[src/rtl/instruction_cache_if.sv]
// CPU fetch port and instruction-memory block port of the instruction cache.
`timescale 1ns/1ps
interface instruction_cache_if #(
  parameter int unsigned ADDR_WIDTH = 10
);
  logic [ADDR_WIDTH-1:0] address;
  logic [31:0]           instruction;
  logic                  busywait;
  logic                  mem_read;
  logic [ADDR_WIDTH-5:0] mem_address;
  logic [127:0]          mem_readdata;
  logic                  mem_busywait;

  modport slave (
    input  address, mem_readdata, mem_busywait,
    output instruction, busywait, mem_read, mem_address
  );

  modport master (
    output address, mem_readdata, mem_busywait,
    input  instruction, busywait, mem_read, mem_address
  );
endinterface

[src/rtl/instruction_cache.sv]
// Direct-mapped read-only instruction cache: combinational hit path,
// 4-word block refill from slow memory through an IDLE/MEM_READ/UPDATE FSM.
`timescale 1ns/1ps
module instruction_cache #(
  parameter int unsigned ADDR_WIDTH = 10,
  parameter int unsigned INDEX_BITS = 3
) (
  input logic                 CLK,
  input logic                 RESET,
  instruction_cache_if.slave  bus
);
  localparam int unsigned TAG_BITS = ADDR_WIDTH - 4 - INDEX_BITS;
  localparam int unsigned N_BLOCKS = 1 << INDEX_BITS;

  typedef enum logic [1:0] {IDLE, MEM_READ, UPDATE} state_e;

  state_e                 state_q, state_d;
  logic [N_BLOCKS-1:0]    valid_q, valid_d;
  logic [TAG_BITS-1:0]    tag_q  [N_BLOCKS];
  logic [3:0][31:0]       data_q [N_BLOCKS];
  logic [TAG_BITS-1:0]    miss_tag_q, miss_tag_d;
  logic [INDEX_BITS-1:0]  miss_idx_q, miss_idx_d;
  logic [3:0][31:0]       fill_q, fill_d;
  logic                   mem_read_q, mem_read_d;

  logic [TAG_BITS-1:0]    cur_tag_c;
  logic [INDEX_BITS-1:0]  cur_idx_c;
  logic [1:0]             offset_c;
  logic                   hit_c;
  logic                   unused_addr_c;

  assign cur_tag_c     = bus.address[ADDR_WIDTH-1 -: TAG_BITS];
  assign cur_idx_c     = bus.address[4 +: INDEX_BITS];
  assign offset_c      = bus.address[3:2];
  assign unused_addr_c = ^bus.address[1:0];
  assign hit_c         = valid_q[cur_idx_c] && (tag_q[cur_idx_c] == cur_tag_c);

  // Outputs forced quiet while reset is held, even mid-refill.
  assign bus.instruction = RESET ? 32'h0 : data_q[cur_idx_c][offset_c];
  assign bus.busywait    = !RESET && ((state_q != IDLE) || !hit_c);
  assign bus.mem_read    = mem_read_q;
  assign bus.mem_address = {miss_tag_q, miss_idx_q};

  always_comb begin
    state_d    = state_q;
    valid_d    = valid_q;
    miss_tag_d = miss_tag_q;
    miss_idx_d = miss_idx_q;
    fill_d     = fill_q;
    case (state_q)
      IDLE: begin
        if (!hit_c) begin
          miss_tag_d = cur_tag_c;
          miss_idx_d = cur_idx_c;
          state_d    = MEM_READ;
        end
      end
      MEM_READ: begin
        if (!bus.mem_busywait) begin
          fill_d  = bus.mem_readdata;
          state_d = UPDATE;
        end
      end
      UPDATE: begin
        valid_d[miss_idx_q] = 1'b1;
        state_d             = IDLE;
      end
      default: state_d = IDLE;
    endcase
    mem_read_d = (state_d == MEM_READ);
  end

  // Miss/fill holding registers are only loaded outside reset, so a miss
  // coinciding with reset latches nothing.
  always_ff @(posedge CLK) begin
    if (RESET) begin
      state_q    <= IDLE;
      valid_q    <= '0;
      mem_read_q <= 1'b0;
    end else begin
      state_q    <= state_d;
      valid_q    <= valid_d;
      mem_read_q <= mem_read_d;
      miss_tag_q <= miss_tag_d;
      miss_idx_q <= miss_idx_d;
      fill_q     <= fill_d;
    end
  end

  // Tag/data storage is not reset; an aborted refill never reaches it.
  always_ff @(posedge CLK) begin
    if (!RESET && (state_q == UPDATE)) begin
      tag_q[miss_idx_q]  <= miss_tag_q;
      data_q[miss_idx_q] <= fill_q;
    end
  end
endmodule

[src/flat_wrapper.sv]
// flat-port wrapper written by rule: the top's interface ports become plain ports
module instruction_cache_flat 
#(
  parameter int unsigned ADDR_WIDTH = 10,
  parameter int unsigned INDEX_BITS = 3
)
  (CLK, RESET, bus_address, bus_mem_readdata, bus_mem_busywait, bus_instruction, bus_busywait, bus_mem_read, bus_mem_address);
  instruction_cache_if #(.ADDR_WIDTH(ADDR_WIDTH)) bus_i ();
  input logic CLK;
  input logic RESET;
  input wire logic [$bits(bus_i.address)-1:0] bus_address;
  input wire logic [$bits(bus_i.mem_readdata)-1:0] bus_mem_readdata;
  input wire logic [$bits(bus_i.mem_busywait)-1:0] bus_mem_busywait;
  output wire logic [$bits(bus_i.instruction)-1:0] bus_instruction;
  output wire logic [$bits(bus_i.busywait)-1:0] bus_busywait;
  output wire logic [$bits(bus_i.mem_read)-1:0] bus_mem_read;
  output wire logic [$bits(bus_i.mem_address)-1:0] bus_mem_address;
  assign bus_i.address = bus_address;
  assign bus_i.mem_readdata = bus_mem_readdata;
  assign bus_i.mem_busywait = bus_mem_busywait;
  assign bus_instruction = bus_i.instruction;
  assign bus_busywait = bus_i.busywait;
  assign bus_mem_read = bus_i.mem_read;
  assign bus_mem_address = bus_i.mem_address;
  instruction_cache #(.ADDR_WIDTH(ADDR_WIDTH), .INDEX_BITS(INDEX_BITS)) u_core (.CLK(CLK), .RESET(RESET), .bus(bus_i));
endmodule
[config.mk]
export PLATFORM = sky130hd
export DESIGN_NAME = instruction_cache_flat
export DESIGN_NICKNAME = d
export VERILOG_FILES = /design/src/rtl/instruction_cache_if.sv /design/src/rtl/instruction_cache.sv /design/src/flat_wrapper.sv
export SDC_FILE = /design/constraint.sdc
export NUM_CORES = 1
export LEC_CHECK = 0
export BUFFER_PORTS_ARGS = -buffer_cell sky130_fd_sc_hd__buf_2
export CAP_MARGIN = 0
export CELL_PAD_IN_SITES_DETAIL_PLACEMENT = 1
export CELL_PAD_IN_SITES_GLOBAL_PLACEMENT = 1
export CORE_MARGIN = 1
export CORE_UTILIZATION = 59
export CTS_CLUSTER_DIAMETER = 60
export CTS_CLUSTER_SIZE = 16
export DETAILED_ROUTE_END_ITERATION = 10
export PLACE_DENSITY_LB_ADDON = 0.1
export SETUP_SLACK_MARGIN = 0.1
export SYNTH_ARGS = -nofsm -noshare
export SYNTH_HDL_FRONTEND = slang
export SYNTH_SLANG_ARGS = --single-unit
[constraint.sdc]
create_clock -name CLK -period 47.3 [get_ports CLK]
set_clock_uncertainty 0.05 [all_clocks]
set_input_delay 4.73 -clock CLK [delete_from_list [all_inputs] [get_ports CLK]]
set_output_delay 4.73 -clock CLK [all_outputs]
set_load 0.01 [all_outputs]
==> results_dict.tcl <==
set metrics [dict create \
    outcome "finished clean" \
    tightestPinTransition_ns 1.16 \
    synth-edff-count 1182 \
    routed_wl_um 96800 \
    post-cts-setup-buffer-count 0 \
    die_y_um 277 \
    rsz0062_at_grt "false" \
    drt_pass1_iterations 7 \
    dpl_cell_area_um2 46600 \
    power.density_nw_per_um2 40.1 \
    grt_usage 0.258 \
    fp.coreArea_um2 74700 \
    ys_warn_count 0 \
    slew_viol_final 0 \
    wl_met3_um 4990 \
    cellLeakagePower_uw 0.0159 \
    wl_met1_um 39700 \
    clk_pin_slew_ns 0.07 \
    startpoint_type "input pin" \
    cp-end-kind "output pin" \
    hold_buffers 0 \
    gp_congestion 0.762 \
    grt_overflow 0 \
    max_cap_violations 0 \
    cts_tree "yes" \
    postRouteAntennaNets 0 \
    critical_path_class "in -> out" \
    required_ns 42.52 \
    drt_iter0_drc 1655 \
    ys_async_sr_fraction 0 \
    peakVddDrop_mv 0.0361 \
    period_minus_slack_ns 13.35 \
    die_area_um2 76900 \
    yosys-top-cells-area "edfxtp_1, mux4_2, mux2i_1, mux2_2, mux4_1" \
    wl_per_cell_um 30.7 \
    cts_made_buffers 91 \
    synthToLayoutAreaGrowth_pct 10.3 \
    hold_path.class "reg -> reg" \
    synth-seq-cells 1193 \
    highest_layer "met5" \
    num_rows 100 \
    slew-limit-headroom 0.227 \
    synth_area_leader_cell "edfxtp_1" \
    setup_viol 0 \
    hpwl_um 53800 \
    drc 0 \
    clock-root-buffer "clkbuf_16" \
    clock_path_buffers 3 \
    htree_levels 3 \
    synth_top_flop_cell "edfxtp_1" \
    grt_first_pass_wirelength_um 144000 \
    postLayoutCellArea_um2 49300 \
    cts_resized 0 \
    cts.sinks 1193 \
    drive_above_1_share 0.293 \
    post_drt_via_cell_ratio 6.34 \
    fin_util 0.660 \
    die_w_um 277 \
    clk_latency_ns 0.64 \
    wl_met2_um 50300 \
    grt_max_degree 82 \
    yosysSeqAreaShare 0.799 \
    grt_pass1_vias 22028 \
    period_share 0.282 \
    port-buffer-count 178 \
    fmax_mhz 74.9 \
    dr_total_vias 20030 \
    ios 181 \
    hold_violations 0 \
    fillers 5812 \
    synth_area_um2 44700 \
    postSynthCellCount 1923 \
    start_util 0.598 \
    nets 2280 \
    antenna_found_initial 3 \
    synth_top_area_share 0.794 \
    syn-num-nets 2064 \
    avgSynthCellArea_um2 23.2 \
    tns_ns 0 \
    crit_arrival_ns 8.57 \
    path_max_fanout 59 \
    synth.distinct_cells 36 \
]
[power by group]
group | total [uW] | internal [uW] | switching [uW]
combinational | 82.3 | 36.1 | 46.2
clock | 728 | 384 | 345
sequential | 1170 | 1160 | 6.76
[worst max-delay path: stages]
cell and delay, ns:
buf_8 0.42, buf_4 0.74, buf_4 0.74, mux4_1 0.66, mux4_2 0.49, o22ai_1 0.36
nor3_1 0.12, buf_2 0.22
[cell usage in the layout, fill, tap and decap left out, types with 3 or more instances in the layout]
cell | Yosys | layout
buf_2 | 40 | 175
nor3_1 | 25 | 23
nor2_4 | 0 | 6
dfxtp_1 | 11 | 11
mux4_2 | 199 | 199
clkinv_4 | 0 | 4
a21oi_1 | 18 | 18
mux2i_1 | 103 | 103
clkinvlp_4 | 0 | 3
inv_6 | 0 | 5
a21o_1 | 9 | 9
clkbuf_16 | 0 | 95
diode_2 | 0 | 3
nor2_1 | 32 | 25
mux2_2 | 88 | 88
nor2b_1 | 5 | 4
bufinv_16 | 0 | 3
clkbuf_1 | 19 | 18
nand2b_1 | 4 | 4
mux4_1 | 20 | 20
a221oi_1 | 32 | 32
clkinv_1 | 1 | 5
buf_4 | 14 | 44
edfxtp_1 | 1182 | 1182
o22ai_1 | 55 | 55
clkinv_2 | 0 | 5
nand2_1 | 13 | 12
o211ai_1 | 9 | 9
[Yosys cell counts, types with 11 or more instances]
master / number
edfxtp_1: 1182
mux4_2: 199
mux2i_1: 103
mux2_2: 88
o22ai_1: 55
buf_2: 40
a221oi_1: 32
nor2_1: 32
nor3_1: 25
mux4_1: 20
clkbuf_1: 19
a21oi_1: 18
buf_6: 16
buf_4: 14
nand2_1: 13
dfxtp_1: 11
[cell families (layout without fill, tap and decap cells)]
kind of cell | count (synthesis) | count (layout) | synth area share
xor+xnor | 2 | 2 | 0.000392
simple gates | 87 | 87 | 0.00896
other cells | 0 | 3 | 0
buf+inv | 102 | 364 | 0.0143
mux | 410 | 410 | 0.157
flops | 1193 | 1193 | 0.799
compound gates | 129 | 129 | 0.0202
[through the flow]
stage	std cells	power, uW	hold slack, ns	worst slack (ns)
after global routing	3154	2030	0.436	33.57
after floorplan	1923	1240	0.368	29.26
after global placement	3015	1270	0.376	33.78
after detailed placement	3015	1270	0.389	33.80
after CTS	3154	1990	0.409	33.79
final	3157	1980	0.421	33.95
[path summary, 6_finish.rpt]
kind                            cells after the start                    to              start  slack, ns
worst max-delay path                                8    bus_instruction[0]     bus_address[5]      33.95
worst min-delay path                                1     u_core.valid_q[6]  u_core.valid_q[6]       0.42
worst min register to register                      1     u_core.valid_q[6]  u_core.valid_q[6]       0.42
worst max register to register                      4  u_core.data_q[4][10]  u_core.state_q[1]      43.73
[cell type report]
class	instances	area, um2	share of cell area
Multi-Input combinational cell	628	8430	0.171
Timing Repair Buffer	222	1250	0.0253
Antenna cell	3	7.51	0.000152
Tap cell	969	1210	0.0246
Inverter	3	11.3	0.000228
Sequential cell	1193	35700	0.724
Clock buffer	114	2460	0.0498
Clock inverter	25	243	0.00492
[state kept, by name, indices dropped and copies added (netlist names)]
register,cells
u_core.data_q,1024
u_core.fill_q,128
u_core.tag_q,24
u_core.valid_q,8
u_core.miss_idx_q,3
u_core.miss_tag_q,3
u_core.state_q,2
u_core.bus.mem_read,1
[metal layers]
metal	vias up	global-route usage
met4	4	0.0648
met3	115	0.0383
met2	598	0.446
met1	10761	0.348
met5	-	0
li1	8552	-
Power figures use the tool's default switching activity.
